$ cat src/rtl/io_conditioner_if.sv
// io_conditioner_if: pin-side and core-side signals of the input conditioner.
//   raw_in     - asynchronous board pins, one bit per channel
//   sticky_clr - synchronous per-bit clear of sticky
//   level      - debounced stable level
//   rise/fall  - single-cycle pulses on a change of level
//   sticky     - set by rise, held until cleared
// master: the side that owns the pins and consumes the conditioned outputs.
// slave : the conditioner itself.
interface io_conditioner_if #(
  parameter int N_CH = 4
) ();
  logic [N_CH-1:0] raw_in;
  logic [N_CH-1:0] sticky_clr;
  logic [N_CH-1:0] level;
  logic [N_CH-1:0] rise;
  logic [N_CH-1:0] fall;
  logic [N_CH-1:0] sticky;

  modport master (
    output raw_in,
    output sticky_clr,
    input  level,
    input  rise,
    input  fall,
    input  sticky
  );

  modport slave (
    input  raw_in,
    input  sticky_clr,
    output level,
    output rise,
    output fall,
    output sticky
  );
endinterface

$ cat src/rtl/io_conditioner.sv
// io_conditioner: per-channel synchroniser, debounce filter, edge pulses and
// sticky rise flag for asynchronous board inputs.
//   clock   - single clock
//   reset_n - asynchronous active-low reset, clears every flop
//   bus     - io_conditioner_if.slave (raw_in, sticky_clr in; level, rise,
//             fall, sticky out)
// Channels are independent. A channel whose BYPASS_MASK bit is set has no
// debounce counter and follows its synchronised input directly.
module io_conditioner #(
  parameter int              N_CH            = 4,
  parameter int              SYNC_STAGES     = 2,
  parameter int              DEBOUNCE_CYCLES = 4,
  parameter logic [N_CH-1:0] BYPASS_MASK     = '0
) (
  input logic            clock,
  input logic            reset_n,
  io_conditioner_if.slave bus
);

  for (genvar i = 0; i < N_CH; i++) begin : g_ch
    logic [SYNC_STAGES-1:0] sync;
    logic                   s;
    logic                   q;
    logic                   q_next;
    logic                   rise_r;
    logic                   fall_r;
    logic                   sticky_r;

    always_ff @(posedge clock or negedge reset_n) begin
      if (!reset_n) begin
        sync <= '0;
      end else begin
        sync <= {sync[SYNC_STAGES-2:0], bus.raw_in[i]};
      end
    end

    assign s = sync[SYNC_STAGES-1];

    if (BYPASS_MASK[i]) begin : g_bypass
      assign q_next = s;
    end else begin : g_debounce
      localparam int              CW       = $clog2(DEBOUNCE_CYCLES + 1);
      localparam logic [CW-1:0]   CNT_LAST = CW'(DEBOUNCE_CYCLES - 1);
      logic [CW-1:0] cnt;

      // cnt counts consecutive cycles where s disagrees with q; any return
      // of s to q, or acceptance of the new level, restarts it.
      always_ff @(posedge clock or negedge reset_n) begin
        if (!reset_n) begin
          cnt <= '0;
        end else if (s == q) begin
          cnt <= '0;
        end else if (cnt == CNT_LAST) begin
          cnt <= '0;
        end else begin
          cnt <= cnt + 1'b1;
        end
      end

      assign q_next = ((s != q) && (cnt == CNT_LAST)) ? s : q;
    end

    // Pulses are taken from q_next so they line up with the cycle in which
    // level first shows the new value.
    always_ff @(posedge clock or negedge reset_n) begin
      if (!reset_n) begin
        q        <= 1'b0;
        rise_r   <= 1'b0;
        fall_r   <= 1'b0;
        sticky_r <= 1'b0;
      end else begin
        q        <= q_next;
        rise_r   <= q_next & ~q;
        fall_r   <= ~q_next & q;
        sticky_r <= (sticky_r & ~bus.sticky_clr[i]) | (q_next & ~q);
      end
    end

    assign bus.level[i]  = q;
    assign bus.rise[i]   = rise_r;
    assign bus.fall[i]   = fall_r;
    assign bus.sticky[i] = sticky_r;
  end

endmodule

$ cat src/flat_wrapper.sv
// flat-port wrapper written by rule: the top's interface ports become plain ports
module io_conditioner_flat 
#(
  parameter int              N_CH            = 4,
  parameter int              SYNC_STAGES     = 2,
  parameter int              DEBOUNCE_CYCLES = 4,
  parameter logic [N_CH-1:0] BYPASS_MASK     = '0
)
  (clock, reset_n, bus_raw_in, bus_sticky_clr, bus_level, bus_rise, bus_fall, bus_sticky);
  io_conditioner_if #(.N_CH(N_CH)) bus_i ();
  input logic clock;
  input logic reset_n;
  input wire logic [$bits(bus_i.raw_in)-1:0] bus_raw_in;
  input wire logic [$bits(bus_i.sticky_clr)-1:0] bus_sticky_clr;
  output wire logic [$bits(bus_i.level)-1:0] bus_level;
  output wire logic [$bits(bus_i.rise)-1:0] bus_rise;
  output wire logic [$bits(bus_i.fall)-1:0] bus_fall;
  output wire logic [$bits(bus_i.sticky)-1:0] bus_sticky;
  assign bus_i.raw_in = bus_raw_in;
  assign bus_i.sticky_clr = bus_sticky_clr;
  assign bus_level = bus_i.level;
  assign bus_rise = bus_i.rise;
  assign bus_fall = bus_i.fall;
  assign bus_sticky = bus_i.sticky;
  io_conditioner #(.N_CH(N_CH), .SYNC_STAGES(SYNC_STAGES), .DEBOUNCE_CYCLES(DEBOUNCE_CYCLES), .BYPASS_MASK(BYPASS_MASK)) u_core (.clock(clock), .reset_n(reset_n), .bus(bus_i));
endmodule
$ cat config.mk
export PLATFORM = sky130hd
export DESIGN_NAME = io_conditioner_flat
export DESIGN_NICKNAME = d
export VERILOG_FILES = /design/src/rtl/io_conditioner_if.sv /design/src/rtl/io_conditioner.sv /design/src/flat_wrapper.sv
export SDC_FILE = /design/constraint.sdc
export NUM_CORES = 1
export LEC_CHECK = 0
export ABC_AREA = 1
export BUFFER_PORTS_ARGS = -buffer_cell sky130_fd_sc_hd__buf_2
export CAP_MARGIN = 0
export CELL_PAD_IN_SITES_DETAIL_PLACEMENT = 1
export CELL_PAD_IN_SITES_GLOBAL_PLACEMENT = 1
export CORE_MARGIN = 4
export CORE_UTILIZATION = 41
export DETAILED_ROUTE_END_ITERATION = 8
export GPL_TIMING_DRIVEN = 0
export PLACE_DENSITY_LB_ADDON = 0.1
export SLEW_MARGIN = 20
export SYNTH_ARGS = -nofsm -noshare
export SYNTH_HDL_FRONTEND = slang
export SYNTH_SLANG_ARGS = --single-unit
$ cat constraint.sdc
create_clock -name clock -period 1.3 [get_ports clock]
set_clock_uncertainty 0.1 [all_clocks]
set_input_delay 0.13 -clock clock [delete_from_list [all_inputs] [get_ports clock]]
set_output_delay 0.13 -clock clock [all_outputs]
set_load 0.03 [all_outputs]
# Word-level counts from Yosys, hierarchy flattened

Cells that the tools add are included.

Flip-flop bits (word level): 36
Input port bits: 10
Output and inout bits: 16
Word-level logic and storage cells: 84

Add/subtract/negate cells: 4
Equal/unequal tests: 12
Mux-type cells: 12
Bitwise logic cells: 28
Reductions and logical operators: 4

Operator list:

| kind                  | number |
|---|---|
| $mux W3               | 8 |
| $add A3 B1 Y3 const B | 4 |
| $and A1 B1 Y1         | 12 |
| $eq A3 B2 Y1 const B  | 4 |
| $not A1 Y1            | 12 |
| $eq A1 B1 Y1          | 4 |
| $logic_and A1 B1 Y1   | 4 |
| $mux W1               | 4 |
| $ne A1 B1 Y1          | 4 |
| $or A1 B1 Y1          | 4 |

# Depth between registers and ports, before layout

Depth in word-level cells: 5
Depth in mapped cells: 4
Depth with buffers taken out: 4

# Worst setup path before layout

Ideal clock, no wire load.

Path type: register to register
Start: register u_core.g_ch[0].g_debounce.cnt[0]
End: register u_core.g_ch[0].g_debounce.cnt[2]
Setup time: 72 ps
Arrival: 867 ps
Data required time: 1128 ps
Slack: 261 ps
Cell stages (with the launch flop): 4
Buffers on the path: 0
Clock period less this slack: 1039 ps
Cells stage by stage: dfrtp_1 ha_1 or2_1 nor2_1

Cells in the longest elaborated chain, start to end: 3
Elaborated cells on any way between the ends: 4
Those cells by class: add/sub: 1; eq/ne: 1; mux: 2

RTL lines:

| what                                          | line                                       | source |
|---|---|---|
| from (decl)                                   | io_conditioner.sv:44                       | `logic [CW-1:0] cnt;` |
| from (signal assigned)                        | io_conditioner.sv:56                       | `cnt <= cnt + 1'b1;` |
| $add A3 B1 Y3 or $eq A3 B2 Y1 (tied branches) | io_conditioner.sv:56, io_conditioner.sv:53 |  |
| $mux W3 (*)                                   | io_conditioner.sv:53                       | `end else if (cnt == CNT_LAST) begin` |
| $mux W3 (*)                                   | io_conditioner.sv:51                       | `end else if (s == q) begin` |

Every way passes the cells marked *; elsewhere a longest branch is shown, timed or not.

# Worst setup path in the final report

Start: register u_core.g_ch[1].q
End: output port bus_level[1]

RTL lines:

| what                   | line                 | source |
|---|---|---|
| from (decl)            | io_conditioner.sv:23 | `logic q;` |
| from (signal assigned) | io_conditioner.sv:72 | `q <= q_next;` |
| to (decl)              | flat_wrapper.sv:15   | `output wire logic [$bits(bus_i.level)-1:0] bus_level;` |

No word-level cell between the ends.

==> out/results.txt <==
Slew @ Worst Pin = 789 ps
GR Overflow Total = 0
post-synth top area share = 63.6%
Die Wd = 66.8 µm
DP HPWL = 1720 µm
startpoint types = register
WP data arrival = 1020 ps
Slowest-stage cell, CP = dfrtp_1
delay of the slowest critical-path stage = 400 ps
status = complete, no violations
initial antenna violation count = 0
Hold/Removal Path Class = reg2reg
XOR/XNOR Fraction of Synth Area = 2.47%
Reg clk slew, reported paths = 110 ps
Synth Net Count = 150
TritonCTS Buffers = 5
Final Power = 0.00320 W
Die Area = 4460 µm²
Detailed Routing Iterations Pass 1 = 2
area delta synth->final = 29.6%
Placer Congestion = 0.749
Slew headroom = 47.4%
ratio of cells with drive above 1 in the final layout = 29.3%
cells along the critical path = buf_4 -> buf_4
Die Height = 66.8 µm
Bufs on Longest Clock Path = 2
Setup crit end = bus_level[1]
mux cell area share after synthesis = 0%
top cells by area, synth = dfrtp_1 64%, buf_4 8.5%, nand2_1 7.2%
Final Cycle Share = 96.0%
Top Ports = 26
Max VDD drop = 0.696 mV
final setup fails = 0
largest family of logic cells by synthesized area = simple AND/OR/NAND/NOR gates
Pleak = 1.00 nW
Max H-tree Level = 2
#FFs+latches synth = 36
Synth Area in Compound Gates = 1.41%
drc violations = 0
final hold vios = 0
Ys Warns = 0
CTS tree = done
first-pass GRT wire length = 4570 µm
Top FF cell, synth = dfrtp_1
worst reg-to-reg path cell count = 4
worst skew pair latency = 330 ps
Vias = 997
MaxCap Viol Count = 0
most frequent cells after synthesis = 36 x dfrtp_1, 27 x nand2_1, 17 x inv_1
Antenna Nets Post-Route = 0
WP data required = 1070 ps
Hold WS = 261 ps
reg-to-reg critical path startpoint = u_core.g_ch[3].g_debounce.cnt[0]
fmax = 801 MHz
Iter 0 DRT Violations = 11
ANT cells = 0
r2r endpoint = u_core.g_ch[3].g_debounce.cnt[0]
dominant cell type by area after synthesis = dfrtp_1
setup slack, reg-to-reg = 140 ps
CTS sink count = 36
CORE AREA = 3340 µm²
Syn Inst Count = 136
gr usage total = 14.1%
CP dominant cell by count = buf_4
fin crit period = 1250 ps
Crit path buffers/inverters = 2
root buffer cell = clkbuf_4
Worst path depth = 2
CP startpoint = u_core.g_ch[1].q
fill cell count = 399
num rows = 21
Final #Nets = 197
Power Density = 1740 nW/µm²
Mapped Area = 1420 µm²
critical path class = reg2out
adder-cell share of the synthesized area = 3.53%
Post-synth EDFFs = 0
crit path capture type = primary output
count leader, synth = dfrtp_1
syn avg cell area = 10.4 µm²
Final Max Slew Viols = 0
DR vias/cell = 4.33
worst-path maximum fanout = 2
Seq/Total Area, Yosys = 63.6%
largest net degree at the start of global routing = 37
asr flop ratio synth = 100%
CP delay by family, top = flip-flops
DR WL/cell = 11.1 µm
Starting Density = 42.4%
Post-Synth Simple-Gate Area = 16.0%
post-synth cell types = 11
routed wire length = 2560 µm
PortBufs = 25
vias in the first global route = 1,077
[flip-flops by register name, indices dropped and copies added (netlist names)]
signal and flops:
u_core.g_ch.fall_r 4, u_core.g_ch.g_debounce.cnt 12, u_core.g_ch.q 4, u_core.g_ch.rise_r 4
u_core.g_ch.sticky_r 4, u_core.g_ch.sync 8
[power breakdown]
part	total, W	internal [W]	leakage (nW)	switching [W]
Sequential	0.00142	0.00132	0.469	0.000101
Clock	0.000627	0.000265	0.0315	0.000362
Combinational	0.00115	0.000528	0.499	0.000622
Total	0.00320	0.00211	1.00	0.00109
[layout make-up]
type / count / area [µm²] / area share, %
clock inverter: 1 / 7.51 / 0.409
tap: 46 / 57.6 / 3.14
multi-input combinational: 67 / 332 / 18.1
sequential: 36 / 901 / 49.1
timing repair buffer: 40 / 299 / 16.3
clock buffer: 7 / 55.1 / 3.00
inverter: 17 / 63.8 / 3.48
buffer: 16 / 120 / 6.54
[per-layer routing]
| metal | wire length (µm) | global-route usage (%) | share of wire, % |
|---|---|---|---|
| met4 | 54 | 7.61 | 2.1 |
| met3 | 120 | 4.55 | 4.7 |
| met1 | 930 | 14.2 | 36 |
| met2 | 1460 | 25.5 | 57 |
| met5 | 0 | 0 | 0 |
[cells by family (layout without fill, tap and decap cells)]
logic type / count (synthesis) / count (layout)
compound gates: 4 / 4
flops: 36 / 36
simple gates: 55 / 55
xor+xnor: 4 / 4
buf+inv: 33 / 81
fa+ha+maj: 4 / 4
[cell usage in the layout (no fill, tap or decap)]
master         Yosys  layout
clkbuf_1           0       1
buf_4             16      25
inv_1             17      17
or2_1              4       4
nor2_1            16      16
buf_6              0       5
nor3_1             4       4
dfrtp_1           36      36
nand3_1            4       4
xnor2_1            4       4
o21ai_0            4       4
clkbuf_8           0       1
clkinvlp_4         0       1
nand2_1           27      27
buf_2              0      17
clkbuf_4           0       5
dlygate4sd3_1      0       9
ha_1               4       4
[worst min-delay path by stage]
stage | slack (ps) | cells after the start | start | endpoint
final | 260 | 0 | u_core.g_ch[1].sync[0] | u_core.g_ch[1].sync[1]
after global placement | 140 | 1 | bus_raw_in[1] | u_core.g_ch[1].sync[0]
after detailed placement | 140 | 1 | bus_raw_in[1] | u_core.g_ch[1].sync[0]
after CTS | 260 | 0 | u_core.g_ch[1].sync[0] | u_core.g_ch[1].sync[1]
after global routing | 270 | 0 | u_core.g_ch[1].sync[0] | u_core.g_ch[1].sync[1]
after floorplan | -270 | 0 | reset_n | u_core.g_ch[0].fall_r
[through the flow]
| step | cell area (µm²) | util [%] | instances | worst slack [ps] | TNS (ps) |
|---|---|---|---|---|---|
| 2_1_floorplan | 1420 | - | 136 | 261 | 0 |
| 3_3_place_gp | 1600 | 47.9 | 207 | 210 | 0 |
| 3_5_place_dp | 1600 | 47.9 | 207 | 158 | 0 |
| 4_1_cts | 1780 | 53.4 | 228 | 16.1 | 0 |
| 5_1_grt | 1840 | 55.0 | 230 | -2.07 | -2.07 |
| 6_report | 1840 | 55.0 | 230 | 51.6 | 0 |
[timing repair]
| item | 4_1_cts | 5_1_grt |
|---|---|---|
| hold buffers | 9 | 0 |
| resized for setup | 0 | 21 |
| hold endpoints to repair | 44 | 0 |
| endpoints found under the setup margin | 4 | 8 |
| setup buffers | 4 | 2 |
Power figures use the tool's default switching activity.
